**src/rtl/eth_pkg.sv**
```systemverilog
// Shared RMII MAC definitions: line symbols, field sizes, CRC constants and receiver states.
package eth_pkg;

    localparam logic [1:0]  PREAMBLE_DIBIT = 2'b01;
    localparam logic [1:0]  SFD_DIBIT      = 2'b11;
    localparam logic [47:0] BCAST_MAC      = 48'hFFFF_FFFF_FFFF;
    localparam logic [31:0] CRC_POLY       = 32'hEDB88320;
    localparam logic [31:0] FCS_RESIDUE    = 32'hDEBB20E3;

    localparam int unsigned DEST_DIBITS  = 24;
    localparam int unsigned SRC_DIBITS   = 24;
    localparam int unsigned ETYPE_DIBITS = 8;
    localparam int unsigned FCS_DIBITS   = 16;

    typedef enum logic [2:0] {
        IDLE,
        PREAMBLE,
        DEST,
        SRC,
        ETYPE,
        PAYLOAD,
        WAIT_IDLE
    } rx_state_t;

endpackage

```
**src/rtl/crc32_dibit.sv**
```systemverilog
// Reflected CRC-32 register advancing two bits per clock, rxd[0]/d[0] first.
module crc32_dibit
    import eth_pkg::*;
(
    input  logic        clk,
    input  logic        rstn,
    input  logic        init,
    input  logic        en,
    input  logic [1:0]  d,
    output logic [31:0] crc
);

    logic [31:0] crc_q;
    logic [31:0] crc_d;

    function automatic logic [31:0] bit_step(input logic [31:0] c, input logic b);
        return (c[0] ^ b) ? ((c >> 1) ^ CRC_POLY) : (c >> 1);
    endfunction

    always_comb begin
        crc_d = crc_q;
        if (init) begin
            crc_d = '1;
        end else if (en) begin
            crc_d = bit_step(bit_step(crc_q, d[0]), d[1]);
        end
    end

    always_ff @(posedge clk) begin
        if (!rstn) begin
            crc_q <= '1;
        end else begin
            crc_q <= crc_d;
        end
    end

    assign crc = crc_q;

endmodule

```
**src/rtl/ethernet_rx.sv**
```systemverilog
// RMII receive front end: preamble/SFD hunt, address filter, header capture, FCS-stripped payload.
//   state     | meaning
//   IDLE      | line quiet; first carrier dibit is judged as preamble
//   PREAMBLE  | counting 01 dibits, 11 after >=4 of them is the SFD
//   DEST      | 24 dibits compared against my_mac and broadcast
//   SRC       | 24 dibits captured into src_mac
//   ETYPE     | 8 dibits captured into etype
//   PAYLOAD   | dibits pass through a 16-deep delay line until carrier drops
//   WAIT_IDLE | frame rejected, silent until carrier drops
module ethernet_rx #(
    parameter int unsigned N           = 2,
    parameter logic [31:0] FCS_RESIDUE = 32'hDEBB20E3
) (
    input  logic         clk,
    input  logic         rstn,
    input  logic         crsdv,
    input  logic [N-1:0] rxd,
    input  logic [47:0]  my_mac,
    output logic         axiov,
    output logic [N-1:0] axiod,
    output logic [47:0]  src_mac,
    output logic [15:0]  etype,
    output logic         done,
    output logic         fcs_ok
);
    import eth_pkg::*;

    localparam logic [4:0] DEST_LAST  = 5'(DEST_DIBITS - 1);
    localparam logic [4:0] SRC_LAST   = 5'(SRC_DIBITS - 1);
    localparam logic [4:0] ETYPE_LAST = 5'(ETYPE_DIBITS - 1);
    localparam logic [4:0] DL_FULL    = 5'(FCS_DIBITS);
    localparam logic [4:0] MIN_PRE    = 5'd4;

    rx_state_t                  state_q;
    logic [4:0]                 cnt_q;
    logic                       armed_q;
    logic                       match_q;
    logic                       bcast_q;
    logic [4:0]                 fill_q;
    logic [1:0]                 align_q;
    logic [2*FCS_DIBITS-1:0]    dl_q;
    logic                       axiov_q;
    logic [N-1:0]               axiod_q;
    logic [47:0]                src_mac_q;
    logic [15:0]                etype_q;
    logic                       done_q;
    logic                       fcs_ok_q;

    logic [5:0]  mac_off;
    logic [3:0]  et_off;
    logic        dest_match;
    logic        dest_bcast;
    logic        crc_init;
    logic        crc_en;
    logic [31:0] crc;

    // Fields arrive first byte first, each byte LSB dibit first.
    assign mac_off    = {3'd5 - cnt_q[4:2], 3'b000} + {3'b000, cnt_q[1:0], 1'b0};
    assign et_off     = {~cnt_q[2], cnt_q[1:0], 1'b0};
    assign dest_match = match_q && (rxd == my_mac[mac_off +: 2]);
    assign dest_bcast = bcast_q && (rxd == BCAST_MAC[mac_off +: 2]);

    assign crc_init = (state_q == PREAMBLE) && crsdv && (rxd == SFD_DIBIT) && (cnt_q >= MIN_PRE);
    assign crc_en   = crsdv && (state_q inside {DEST, SRC, ETYPE, PAYLOAD});

    crc32_dibit u_crc (
        .clk  (clk),
        .rstn (rstn),
        .init (crc_init),
        .en   (crc_en),
        .d    (rxd),
        .crc  (crc)
    );

    always_ff @(posedge clk) begin
        if (!rstn) begin
            state_q   <= IDLE;
            cnt_q     <= '0;
            armed_q   <= 1'b0;
            match_q   <= 1'b0;
            bcast_q   <= 1'b0;
            fill_q    <= '0;
            align_q   <= '0;
            dl_q      <= '0;
            axiov_q   <= 1'b0;
            axiod_q   <= '0;
            src_mac_q <= '0;
            etype_q   <= '0;
            done_q    <= 1'b0;
            fcs_ok_q  <= 1'b0;
        end else begin
            axiov_q <= 1'b0;
            done_q  <= 1'b0;
            case (state_q)
                IDLE: begin
                    // armed_q blocks a hunt that would start mid-frame after reset
                    if (!crsdv) begin
                        armed_q <= 1'b1;
                    end else if (armed_q) begin
                        cnt_q   <= 5'd1;
                        state_q <= (rxd == PREAMBLE_DIBIT) ? PREAMBLE : WAIT_IDLE;
                    end
                end
                PREAMBLE: begin
                    if (!crsdv) begin
                        state_q <= IDLE;
                    end else if (rxd == PREAMBLE_DIBIT) begin
                        if (cnt_q < MIN_PRE) cnt_q <= cnt_q + 5'd1;
                    end else if (crc_init) begin
                        state_q <= DEST;
                        cnt_q   <= '0;
                        match_q <= 1'b1;
                        bcast_q <= 1'b1;
                    end else begin
                        state_q <= WAIT_IDLE;
                    end
                end
                DEST: begin
                    if (!crsdv) begin
                        state_q <= IDLE;
                    end else if (cnt_q == DEST_LAST) begin
                        cnt_q   <= '0;
                        state_q <= (dest_match || dest_bcast) ? SRC : WAIT_IDLE;
                    end else begin
                        cnt_q   <= cnt_q + 5'd1;
                        match_q <= dest_match;
                        bcast_q <= dest_bcast;
                    end
                end
                SRC, ETYPE: begin
                    if (!crsdv) begin
                        done_q   <= 1'b1;
                        fcs_ok_q <= 1'b0;
                        state_q  <= IDLE;
                    end else if (state_q == SRC) begin
                        src_mac_q[mac_off +: 2] <= rxd;
                        cnt_q   <= (cnt_q == SRC_LAST) ? 5'd0 : cnt_q + 5'd1;
                        state_q <= (cnt_q == SRC_LAST) ? ETYPE : SRC;
                    end else begin
                        etype_q[et_off +: 2] <= rxd;
                        cnt_q <= cnt_q + 5'd1;
                        if (cnt_q == ETYPE_LAST) begin
                            state_q <= PAYLOAD;
                            fill_q  <= '0;
                            align_q <= '0;
                        end
                    end
                end
                PAYLOAD: begin
                    if (!crsdv) begin
                        done_q   <= 1'b1;
                        fcs_ok_q <= (fill_q == DL_FULL) && (align_q == 2'd0) && (crc == FCS_RESIDUE);
                        state_q  <= IDLE;
                    end else begin
                        dl_q    <= {dl_q[2*FCS_DIBITS-3:0], rxd};
                        align_q <= align_q + 2'd1;
                        if (fill_q == DL_FULL) begin
                            axiov_q <= 1'b1;
                            axiod_q <= dl_q[2*FCS_DIBITS-1 -: 2];
                        end else begin
                            fill_q <= fill_q + 5'd1;
                        end
                    end
                end
                WAIT_IDLE: begin
                    if (!crsdv) state_q <= IDLE;
                end
                default: state_q <= WAIT_IDLE;
            endcase
        end
    end

    assign axiov   = axiov_q;
    assign axiod   = axiod_q;
    assign src_mac = src_mac_q;
    assign etype   = etype_q;
    assign done    = done_q;
    assign fcs_ok  = fcs_ok_q;

endmodule

```
**config.mk**
```make
export PLATFORM = sky130hd
export DESIGN_NAME = ethernet_rx
export DESIGN_NICKNAME = d
export VERILOG_FILES = /design/src/rtl/eth_pkg.sv /design/src/rtl/crc32_dibit.sv /design/src/rtl/ethernet_rx.sv
export SDC_FILE = /design/constraint.sdc
export NUM_CORES = 1
export LEC_CHECK = 0
export ABC_AREA = 0
export CAP_MARGIN = 20
export CORE_MARGIN = 2
export CORE_UTILIZATION = 35
export CTS_BUF_LIST = sky130_fd_sc_hd__clkbuf_4 sky130_fd_sc_hd__clkbuf_8 sky130_fd_sc_hd__clkbuf_16
export DETAILED_ROUTE_END_ITERATION = 7
export PLACE_DENSITY = 0.54
export SYNTH_ARGS = -nofsm -noshare
export SYNTH_HDL_FRONTEND = slang
export SYNTH_SLANG_ARGS = --single-unit
```
**constraint.sdc**
```tcl
create_clock -name clk -period 5.8 [get_ports clk]
set_clock_uncertainty 0.2 [all_clocks]
set_input_delay 1.16 -clock clk [delete_from_list [all_inputs] [get_ports clk]]
set_output_delay 1.16 -clock clk [all_outputs]
set_load 0.05 [all_outputs]
```
# [Word level (Yosys, flattened, before mapping)]
# Cells that the tools add are included.
[op_classes] eq_ne=34 reduce_logical=32 bitwise=8 shifts=6 n_mux=55 order_cmp=2 addsub=7
[ops] op="5-bit two-way mux" count=15
[ops] op="32-bit two-way mux" count=2
[ops] op="48-bit bitwise mux" count=1
[ops] op="2-bit by 8-bit variable shift with 48-bit output (first input constant)" count=1
[ops] op="2-bit by 8-bit variable part select with 48-bit output" count=1
[ops] op="48-bit by 7-bit variable part select with 2-bit output" count=1
[ops] op="48-bit by 7-bit variable part select with 2-bit output (first input constant)" count=1
[ops] op="3-bit two-way mux" count=14
[ops] op="32-bit == test (second input constant)" count=1
[ops] op="2-bit inequality test (second input constant)" count=15
[ops] op="13-bit inverter with 14-bit output" count=2
[ops] op="5-bit one-hot mux with 4 select lines" count=1
[ops] op="6-bit AND reduction" count=3
[ops] op="16-bit bitwise mux" count=1
[ops] op="2-bit by 6-bit variable shift with 16-bit output (first input constant)" count=1
[ops] op="2-bit by 6-bit variable part select with 16-bit output" count=1
[ops] op="3-bit one-hot mux with 5 select lines" count=1
[ops] op="3-bit AND reduction" count=5
[ops] op="1-bit two-way mux" count=11
[ops] op="5-bit by 1-bit adder with 5-bit output (second input constant)" count=2
[ops] op="5-bit == test (second input constant)" count=2
[ops] op="5-bit one-hot mux with 2 select lines" count=1
[ops] op="3-bit == test (second input constant)" count=3
[ops] op="3-bit by 2-bit inequality test with 1-bit output (second input constant)" count=3
[ops] op="31 further kinds" count=55
[word_totals] inputBits=53 reg_bits=151 word_cells=159 out_inout_bits=69

# [Longest topological paths before layout]
# Gate-level depths: netlist of run 1.
[logic_depth] word_depth=10 ltp_mapped=12 depth_no_buf=9

# [Hierarchy]
# From an unflattened synthesis of run 1, not the netlist that was laid out.
[hier_totals] hier_cells=867 hier_area_um2=7613.6
[modules_own_cells] mod="ethernet_rx" area_each_um2=6200.9 seq_area_each_um2=2382.3 instances=1 cells_per_inst=736
[modules_own_cells] mod="crc32_dibit" area_each_um2=1412.6 seq_area_each_um2=640.6 instances=1 cells_per_inst=131

# [Least setup slack after synthesis of run 1]
# OpenSTA, ideal clock, no wires.
[synth_timing] path_type="input -> register" start="in my_mac[4]" end="reg state_q[2]" path_stages=6 path_buffers=0 setup_ps=122 required_ps=5478 setup_slack_ps=2820 arrival_time_ps=2658 path_cell_list="mux4_1 -> mux4_2 -> nand2_1 -> o31ai_2 -> xnor2_2 -> o311a_1"
[synth_between] elab_chain_len=8
[synth_rtl] element="from (decl)" line_no="ethernet_rx.sv:18" rtl="input logic [47:0] my_mac,"
[synth_rtl] element="48-bit by 7-bit variable part select with 2-bit output" line_no="ethernet_rx.sv:60" rtl="assign dest_match = match_q && (rxd == my_mac[mac_off +: 2]);"
[synth_rtl] element="2-bit == test" line_no="ethernet_rx.sv:60"
[synth_rtl] element="1-bit logical AND" line_no="ethernet_rx.sv:60"
[synth_rtl] element="1-bit logical OR" line_no="ethernet_rx.sv:123" rtl="state_q <= (dest_match || dest_bcast) ? SRC : WAIT_IDLE;"
[synth_rtl] element="3-bit two-way mux" line_no="ethernet_rx.sv:123"
[synth_rtl] element="3-bit two-way mux" line_no="ethernet_rx.sv:121" rtl="end else if (cnt_q == DEST_LAST) begin"
[synth_rtl] element="3-bit two-way mux" line_no="ethernet_rx.sv:119" rtl="if (!crsdv) begin"
[synth_rtl] element="3-bit one-hot mux with 5 select lines" line_no="ethernet_rx.sv:94" rtl="case (state_q)"
[synth_rtl] element="to (signal assigned)" line_no="ethernet_rx.sv:101" rtl="state_q <= (rxd == PREAMBLE_DIBIT) ? PREAMBLE : WAIT_IDLE;"
[synth_rtl] element="to (signal assigned)" line_no="ethernet_rx.sv:123"
[synth_rtl] element="to (signal assigned)" line_no="ethernet_rx.sv:138" rtl="state_q <= (cnt_q == SRC_LAST) ? ETYPE : SRC;"
[synth_rtl] element="to (decl)" line_no="ethernet_rx.sv:34" rtl="rx_state_t state_q;"
# No other way between the ends. The select of a mux whose other input is x is not followed.
# A chain may end at the register's enable or synchronous reset.

# [Worst setup path in the final report of run 1]
[layout_timing] start="in crsdv" end="reg src_mac_q[6] (netlist: src_mac[6])"
[layout_between] elab_chain_len=1
[layout_rtl] element="from (decl)" line_no="ethernet_rx.sv:16" rtl="input logic crsdv,"
[layout_rtl] element="3-bit AND reduction (no line)"
[layout_rtl] element="to (signal, indexed assignment)" line_no="ethernet_rx.sv:136" rtl="src_mac_q[mac_off +: 2] <= rxd;"
[layout_rtl] element="to (decl)" line_no="ethernet_rx.sv:44" rtl="logic [47:0] src_mac_q;"
# No other way between the ends.

==> results of run 1 <==
==> Yosys cell counts (6+ instances only) <==
master    instances
o211ai_1         23
inv_1            11
mux2i_1          51
nand2_1         181
nand4_1          13
xor2_1           17
nand3_1          48
a21oi_1          67
xnor2_1          11
buf_4             6
nor2b_1          17
buf_2             6
nor3_1           11
dfxtp_1         151
nand4b_1          9
nor2_1           74
ha_1             13
clkbuf_1         46
nand2b_1          6
o21ai_0          10
==> sequential cells by signal (all words and copies together) (netlist names) <==
register / count
align_q: 2
axiov: 1
axiod: 2
etype: 16
done: 1
state_q: 3
match_q: 1
src_mac: 48
u_crc.crc: 32
dl_q: 32
cnt_q: 5
fill_q: 5
armed_q: 1
fcs_ok: 1
bcast_q: 1
==> cell families after synthesis <==
kind of cell	share of synthesized area (%)
adders and majority gates	2.24
and+or+nand+nor	25.2
muxes	10.3
xor gates and xnor gates	4.27
AOI/OAI and AO/OA	12.0
buffers and inverters	4.49
DFF	41.6
==> metrics by stage <==
| stage | hold slack [ns] | total power, W | cells | utilization [%] |
|---|---|---|---|---|
| 6_report | 0.248 | 0.00318 | 1233 | 45.5 |
| 5_1_grt | 0.265 | 0.00337 | 1233 | 45.5 |
| 4_1_cts | 0.246 | 0.00321 | 1232 | 45.4 |
| 3_5_place_dp | 0.243 | 0.00208 | 1200 | 42.5 |
| 3_3_place_gp | 0.237 | 0.00209 | 1199 | 42.4 |
| 2_1_floorplan | 0.232 | 0.00188 | 863 | - |
==> worst paths after layout <==
path,to,startpoint
worst max-delay path,src_mac[6]$_SDFFE_PN0P_,crsdv
worst min-delay path,dl_q[11]$_SDFFE_PN0P_,dl_q[9]$_SDFFE_PN0P_
worst max register to register,src_mac[38]$_SDFFE_PN0P_,cnt_q[3]$_SDFFE_PN0P_
worst min register to register,dl_q[11]$_SDFFE_PN0P_,dl_q[9]$_SDFFE_PN0P_
==> metal layers <==
layer  wire (um)  GRT usage, %  vias to the layer above
met5           0             0                        -
met4         150          4.52                        0
met2        9120          28.4                      122
li1            -             -                     3168
met3        1280          5.64                       11
met1        9150          23.7                     2872
==> final cells by class <==
type | count | area [um^2] | area share (%)
Clock buffer | 20 | 448 | 4.85
Clock inverter | 12 | 144 | 1.56
Inverter | 12 | 46.3 | 0.501
Multi-Input combinational cell | 637 | 3930 | 42.5
Sequential cell | 151 | 3020 | 32.7
Tap cell | 270 | 338 | 3.66
Timing Repair Buffer | 131 | 1310 | 14.2
==> power breakdown <==
group	switching, W	internal [W]
Clock	0.000461	0.000654
Sequential	0.000117	0.00113
Combinational	0.000479	0.000339
==> critical path: cells and delay by family <==
kind	cells	cell delay [ns]
mux	1	0.21
compound gates	1	0.31
buf+inv	1	0.92
simple gates	4	1.19
==> out/results.ini, run 1 <==
[die]
rows=52
initial_utilization_pct=35.8
die-width_um=148
coreArea_um2=20300
ios=122
die-height_um=148
die_area_um2=21900

[global_routing]
grt_max_degree=64
overflow=0
grt_pass1_vias=5849
antenna_found_initial=0
grt_use_total_pct=17.9
grt_pass1_wl_um=31300

[timing]
relSlewSlack_pct=36.5
setup_viol=0
tightest_slew_ns=0.950
drv_slew=0
period_minus_slack_ns=3.72
fin_crit_sh_pct=64.1
tns_ns=0
final_hold_viol_count=0
rsz0062_at_grt=no
fmax_mhz=269
layout_setup_ws_ns=2.08

[worst_setup_path]
critPathSlowestCell=clkdlybuf4s50_1
startpoint_type=input pin
cp_max_fo=19
r2r_slack_ns=2.30
cp.required_ns=5.89
worst_r2r_path_depth=7
cp.arrival_ns=3.80
cpPeakStageDelay_ns=0.92
crit_chain=clkdlybuf4s50_1 -> nand4b_1 -> a21oi_1 -> nor3b_4 -> nand3_1 -> mux2i_1 -> nor2_1
worstSetupEndpointType=flop
critPathKind=in2reg

[logic_synthesis]
synth_seq_area_share_pct=41.6
synth-async-reset-ratio_pct=0
synth-main-ff-cell=dfxtp_1
avgSynthCellArea_um2=8.43
synth_seq_cells=151
synthesis.nets=929
syn_area_um2=7270
ys_types=64
synthTopCellsByArea=dfxtp_1 42%, nand2_1 9.3%, mux2i_1 7.0%
postSynthCellCount=863
yosys_warnings=0
synth_edf_count=0
netlist.area_leader.share_pct=41.6
yosysTopAreaCell=dfxtp_1

[cells_and_area]
antenna_cells=0
nets=1016
area_growth_pct=27.0
final_common_cell=nand2_1
layout-drive-gt1-share_pct=6.85
fillers=2017
final_cell_mix=181 x nand2_1, 151 x dfxtp_1, 121 x clkdlybuf4s50_1
final_design_area_no_fill_um2=9240

[clock_network]
hold_buffers=0
clock-sinks=151
cts_max_level=4
clk_latency_ns=0.42
cts_buffer_depth=2
post_cts_resized=0
ctsRootBufferMaster=clkbuf_16
post_cts_buffers=0
cts_tree=built
cts.clk_slew.worst_paths_ns=0.06
cts_made_buffers=17

[run_status]
status=finished, final reports clean

[place]
place_ws_ns=1.71
post_dp_cell_area_um2=8620
dpl.hpwl_um=13400
gp_congestion=0.796
port_buffers=121

[drt]
drt-total-wl_um=19700
drcViolationCount=0
drtIter0Drc=383
drt_pass1_iterations=5
dr_total_vias=6173
via_per_inst=5.01
ant_nets=0
wire_per_inst_um=16.0

[pwr]
power_density_nw_per_um2=345
leakagePower_nw=3.34
ir_drop_v=0.000183

[min_path]
hold_path_class=reg2reg
hold_depth=2

[flow_run]
cap_violations=0

Power figures use the tool's default switching activity.
==> run 2, diff against run 1 <==
clock period = 3.58 ns   (was 5.8 ns; I/O delays follow)
==> run 2 against run 1 <==
  * Die area did not move
  * Global-route usage rose by 0.81 points
  * Clock power rose by 76%
  * Largest power group unchanged
  * Critical path depth did not move
  * Design area rose by 1.6%
  * Via count rose by 1.8%
  * Worst hold slack improved by 0.0015 ns
  * Sequential power rose by 59%
  * Cell count rose by 1.2%
  * Non-clock buffer count rose by 16
  * Core utilization rose by 0.71 points
==> out/results.ini, run 2 (synthesis gave the netlist of run 1 again) <==
[global_routing]
grt_use_total_pct=18.7  ; +0.81 points
grt_pass1_wl_um=32800  ; +4.7%
grt_max_degree=58  ; -9.4%
grt_pass1_vias=6298  ; +7.7%
antenna_found_initial=0  ; unchanged
overflow=0  ; unchanged

[clock_network]
hold_buffers=0  ; unchanged
clock-sinks=151  ; unchanged
post_cts_resized=0  ; unchanged
cts_made_buffers=17  ; unchanged
cts_max_level=4  ; unchanged
clk_latency_ns=0.42  ; about the same
cts_tree=built
cts_buffer_depth=2  ; unchanged
post_cts_buffers=0  ; unchanged
cts.clk_slew.worst_paths_ns=0.07  ; about the same
ctsRootBufferMaster=clkbuf_16

[worst_setup_path]
worstSetupEndpointType=flop
r2r-start=cnt_q[2]$_SDFFE_PN0P_
startpoint_type=flop
cp.arrival_ns=2.91  ; -0.89 ns
worst_r2r_path_depth=7  ; unchanged
reg2reg_to=src_mac[29]$_SDFFE_PN0P_
cp.required_ns=3.67  ; -2.22 ns
cp_max_fo=18  ; -1
critPathKind=reg2reg
r2r_slack_ns=0.77  ; -1.53 ns

[die]
initial_utilization_pct=35.8  ; unchanged
coreArea_um2=20300  ; unchanged
rows=52  ; unchanged
die-width_um=148  ; unchanged
ios=122  ; unchanged
die-height_um=148  ; unchanged
die_area_um2=21900  ; unchanged

[place]
post_dp_cell_area_um2=8740  ; +1.4%
dpl.hpwl_um=14000  ; +3.9%
port_buffers=121  ; unchanged
place_ws_ns=0.438  ; -1.27 ns
gp_congestion=0.800  ; +0.57%

[pwr]
ir_drop_v=0.000335  ; +83%
power_density_nw_per_um2=571  ; +66%
power_w=0.00535  ; +68%
leakagePower_nw=3.44  ; +3.1%

[drt]
ant_nets=0  ; unchanged
drtIter0Drc=367  ; -4.2%
drcViolationCount=0  ; unchanged
via_per_inst=5.04  ; +0.62%
wire_per_inst_um=16.1  ; +0.57%
drt_pass1_iterations=5  ; unchanged
dr_total_vias=6287  ; +1.8%
drt-total-wl_um=20100  ; +1.8%

[timing]
drv_slew=0  ; unchanged
relSlewSlack_pct=43.7  ; +7.2 points
tns_ns=0  ; unchanged
setup_viol=0  ; unchanged
final_hold_viol_count=0  ; unchanged
layout_setup_ws_ns=0.767  ; -1.31 ns
fin_crit_sh_pct=78.6
fmax_mhz=355
period_minus_slack_ns=2.81
rsz0062_at_grt=no
hold_ws_ns=0.249  ; +0.00153 ns
tightest_slew_ns=0.843  ; -0.107 ns

[min_path]
hp-start=etype[7]$_SDFFE_PN0P_
hold_path_class=reg2reg
hold_depth=2  ; unchanged
holdPathEnd=etype[7]$_SDFFE_PN0P_

[cells_and_area]
nets=1032  ; +1.6%
area_growth_pct=29.0
largest_reg_flops=48  ; unchanged
fillers=2059  ; +2.1%
final_common_cell=nand2_1
layout-drive-gt1-share_pct=8.28  ; +1.4 points
final_cell_mix=181 x nand2_1, 151 x dfxtp_1, 121 x clkdlybuf4s50_1
antenna_cells=0  ; unchanged
final_design_area_no_fill_um2=9380  ; +1.6%

[flow_run]
cap_violations=0  ; unchanged

[run_status]
status=finished, final reports clean

run 2: changes by cell type in the layout (fill, tap and decap cells not counted), sizes merged:
cell	delta
clkbuf	-1
buf	+16
clkinvlp	-2
inv	+2
clkinv	-2
bufinv	+2
run 2: where the power goes:
part / switching [W] / internal [W]
combinational: 0.000808 / 0.000577
clock: 0.000758 / 0.00122
sequential: 0.000160 / 0.00183
total: 0.00173 / 0.00363
run 2: through the flow:
| stage | instances | utilization (%) |
|---|---|---|
| final | 1248 | 46.2 |
| after global routing | 1248 | 46.2 |
| after CTS | 1248 | 46.2 |
| after detailed placement | 1217 | 43.0 |
| after global placement | 1217 | 43.0 |
| after floorplan | 863 | - |
run 2: worst max path at each step:
stage | startpoint | end | slack [ns] | cells after the start
after global routing | cnt_q[2]$_SDFFE_PN0P_ | src_mac[26]$_SDFFE_PN0P_ | 0.51 | 7
after detailed placement | rxd[0] | u_crc.crc[26]$_SDFFE_PP1P_ | 0.44 | 5
after floorplan | cnt_q[1]$_SDFFE_PN0P_ | src_mac[24]$_SDFFE_PN0P_ | 0.79 | 11
after global placement | rxd[0] | state_q[0]$_SDFFE_PN0P_ | 0.46 | 7
final | cnt_q[2]$_SDFFE_PN0P_ | src_mac[29]$_SDFFE_PN0P_ | 0.77 | 7
after CTS | cnt_q[2]$_SDFFE_PN0P_ | src_mac[28]$_SDFFE_PN0P_ | 0.72 | 7
run 2: final cells by class:
type                            count  area [um^2]  area share [%]
Multi-Input combinational cell    637         3930            41.8
Sequential cell                   151         3020            32.2
Timing Repair Buffer              147         1410            15.0
Clock buffer                       19          453            4.83
Tap cell                          270          338            3.60
Clock inverter                     12          190            2.03
Inverter                           12         46.3           0.493
run 2: routing by layer:
metal	vias up	wire length (um)	global-route usage, %
li1	3181	-	-
met1	2949	9090	24.0
met2	135	9350	30.2
met3	22	1340	6.20
met4	0	280	5.14
met5	-	0	0
run 2: critical path, stage by stage (launching register included):
cell and delay (ns):
dfxtp_1 0.53, buf_4 0.30, nor3b_4 0.39, xnor2_1 0.24
nand3b_1 0.38, nor2b_1 0.36, mux2i_1 0.22, nor2_1 0.05
==> run 3, diff against run 2 <==
PLACE_DENSITY = 0.57   (was 0.54)
clock period = 2.4 ns   (was 3.58 ns; I/O delays follow)
==> run 3 against run 2 <==
  * Design area is 7.5% higher
  * Clock-buffer cell count is 2 lower
  * Highest routed layer unchanged
  * Worst setup slack worse by 0.72 ns
  * Cell count is 6.2% higher
  * Non-clock buffer count is 77 higher
  * Largest cell class unchanged
==> out/results.ini, run 3 (synthesis gave the netlist of run 1 again) <==
[cells_and_area]
fillers=1948  ; -5.4%
multi_input_area_um2=4020  ; +2.4%
area_growth_pct=38.7
nets=1109  ; +7.5%
largest_reg_flops=48  ; unchanged
final_cell_mix=180 x nand2_1, 147 x dfxtp_1, 121 x clkdlybuf4s50_1
final_common_cell=nand2_1
seq_area_um2=3030  ; +0.33%
antenna_cells=0  ; unchanged
final_design_area_no_fill_um2=10100  ; +7.5%
layout-drive-gt1-share_pct=17.2  ; +8.9 points
post-route-util_pct=49.7  ; +3.5 points

[clock_network]
hold_buffers=0  ; unchanged
cts_made_buffers=17  ; unchanged
cts_max_level=4  ; unchanged
cts_buffer_depth=2  ; unchanged
clk_latency_ns=0.43  ; about the same
cts.clk_slew.worst_paths_ns=0.07  ; about the same
clock-sinks=151  ; unchanged
cts_tree=built
ctsRootBufferMaster=clkbuf_16

[place]
gp_congestion=0.797  ; -0.37%
port_buffers=121  ; unchanged
post_dp_cell_area_um2=9470  ; +8.3%
dpl.hpwl_um=14600  ; +4.9%
place_ws_ns=-0.381  ; -0.819 ns

[global_routing]
antenna_found_initial=0  ; unchanged
grt_pass1_vias=6108  ; -3.0%
grt_max_degree=65  ; +12%
overflow=0  ; unchanged
grt_pass1_wl_um=32400  ; -1.4%
grt_use_total_pct=18.5  ; -0.21 points

[worst_setup_path]
reg2reg_to=state_q[0]$_SDFFE_PN0P_
startpoint_type=input pin
worst_r2r_path_depth=8  ; +1
critPathSlowestCell=mux4_2
critPathKind=in2reg
r2r-start=cnt_q[0]$_SDFFE_PN0P_
r2r_slack_ns=0.06  ; -0.71 ns
critPathLaunch=my_mac[16]
crit_chain=clkdlybuf4s50_1 -> mux4_2 -> mux4_2 -> nand2_2 -> o31ai_2 -> xnor2_2 -> o311a_1
cp_max_fo=3  ; -15
path_common_cell=mux4_2
worstSetupEndpointType=flop
cp.arrival_ns=2.47  ; -0.44 ns
cp.required_ns=2.51  ; -1.16 ns
cpPeakStageDelay_ns=0.50  ; -0.03 ns

[min_path]
hold_depth=2  ; unchanged
hp-start=dl_q[28]$_SDFFE_PN0P_
hold_path_class=reg2reg
holdPathEnd=dl_q[30]$_SDFFE_PN0P_

[drt]
dr_total_vias=6646  ; +5.7%
drt_pass1_iterations=4  ; -1
drtIter0Drc=491  ; +34%
wire_per_inst_um=15.5  ; -3.5%
drcViolationCount=0  ; unchanged
via_per_inst=5.02  ; -0.43%
drt-total-wl_um=20600  ; +2.4%
ant_nets=0  ; unchanged

[timing]
final_hold_viol_count=0  ; unchanged
hold_ws_ns=0.249  ; +0.0000660 ns
rsz0062_at_grt=yes
period_minus_slack_ns=2.35
layout_setup_ws_ns=0.0483  ; -0.718 ns
fin_crit_sh_pct=98.0
drv_slew=0  ; unchanged
setup_viol=0  ; unchanged
tightest_slew_ns=0.584  ; -0.259 ns
fmax_mhz=425
relSlewSlack_pct=60.9  ; +17 points

[die]
coreArea_um2=20300  ; unchanged
initial_utilization_pct=35.8  ; unchanged
die-width_um=148  ; unchanged
ios=122  ; unchanged
rows=52  ; unchanged
die-height_um=148  ; unchanged
die_area_um2=21900  ; unchanged

[pwr]
power_density_nw_per_um2=798  ; +40%
p_int_w=0.00530  ; +46%
power_w=0.00805  ; +50%
switching_power_w=0.00276  ; +60%
p_sw_share_pct=34.2  ; +2.0 points
comb_power_share_pct=32.3  ; +6.4 points
leakagePower_nw=3.85  ; +12%
clockPowerShare_pct=31.3  ; -5.6 points
ir_drop_v=0.000591  ; +76%
seq_power_share_pct=36.4  ; -0.8 points

[run_status]
status=finished, final reports clean

[flow_run]
cap_violations=0  ; unchanged

[run 3: cell types whose count changed in the layout (fill, tap and decap cells not counted), moves of 3 or more]
| cell | before | now |
|---|---|---|
| buf_12 | 0 | 9 |
| buf_4 | 26 | 90 |
| buf_6 | 0 | 3 |
| bufinv_16 | 4 | 0 |
| clkinv_4 | 1 | 5 |
| dfxtp_1 | 151 | 147 |
| mux4_1 | 3 | 0 |
| mux4_2 | 5 | 8 |
[run 3: what timing repair did]
item                       CTS  global route
setup endpoints to repair   27            80
setup buffers                0             4
gates cloned                 0             1
pin swaps                    1             2
resized for setup            2            18
[run 3: metrics by stage]
step	std cells	TNS, ns
6_report	1325	0
5_1_grt	1325	-0.0232
4_1_cts	1320	0
3_5_place_dp	1289	-11.48
3_3_place_gp	1289	-11.97
2_1_floorplan	863	0
[run 3: power by group through the flow]
stage / clock, W / sequential, W / combinational (W)
after floorplan: 0 / 0.00295 / 0.00168
after global placement: 0 / 0.00298 / 0.00250
after detailed placement: 0 / 0.00298 / 0.00252
after CTS: 0.00258 / 0.00293 / 0.00254
after global routing: 0.00267 / 0.00297 / 0.00286
final: 0.00252 / 0.00293 / 0.00260
[run 3: worst max-delay path: cells and delay by family]
kind                   cells  cell delay (ns)
AO/OA/AOI/OAI              2             0.36
XOR/XNOR                   1             0.17
buffers and inverters      1             0.41
multiplexers               2             0.96
AND/OR/NAND/NOR            1             0.09
[run 3: layout make-up]
type                       instances  share of cell area (%)
tap                              270                    3.35
sequential                       151                    30.1
multi-input combinational        637                    39.9
clock buffer                      17                    4.22
timing repair buffer             224                    20.9
inverter                          12                   0.459
clock inverter                    14                    1.18
[run 3: metal layers]
layer | GRT usage [%] | vias up | routed length (um)
met4 | 5.57 | 0 | 335
met3 | 4.08 | 25 | 1050
met2 | 28.1 | 156 | 9040
li1 | - | 3342 | -
met5 | 0 | - | 0
met1 | 26.2 | 3123 | 10100
[run 3: worst max-delay path by stage]
| stage | to | slack, ns |
|---|---|---|
| finish | state_q[2]$_SDFFE_PN0P_ | 0.05 |
| global route | state_q[2]$_SDFFE_PN0P_ | -0.01 |
| CTS | state_q[0]$_SDFFE_PN0P_ | 0.003 |
| detailed placement | state_q[2]$_SDFFE_PN0P_ | -0.38 |
| global placement | state_q[2]$_SDFFE_PN0P_ | -0.40 |
| floorplan | state_q[2]$_SDFFE_PN0P_ | 0.02 |
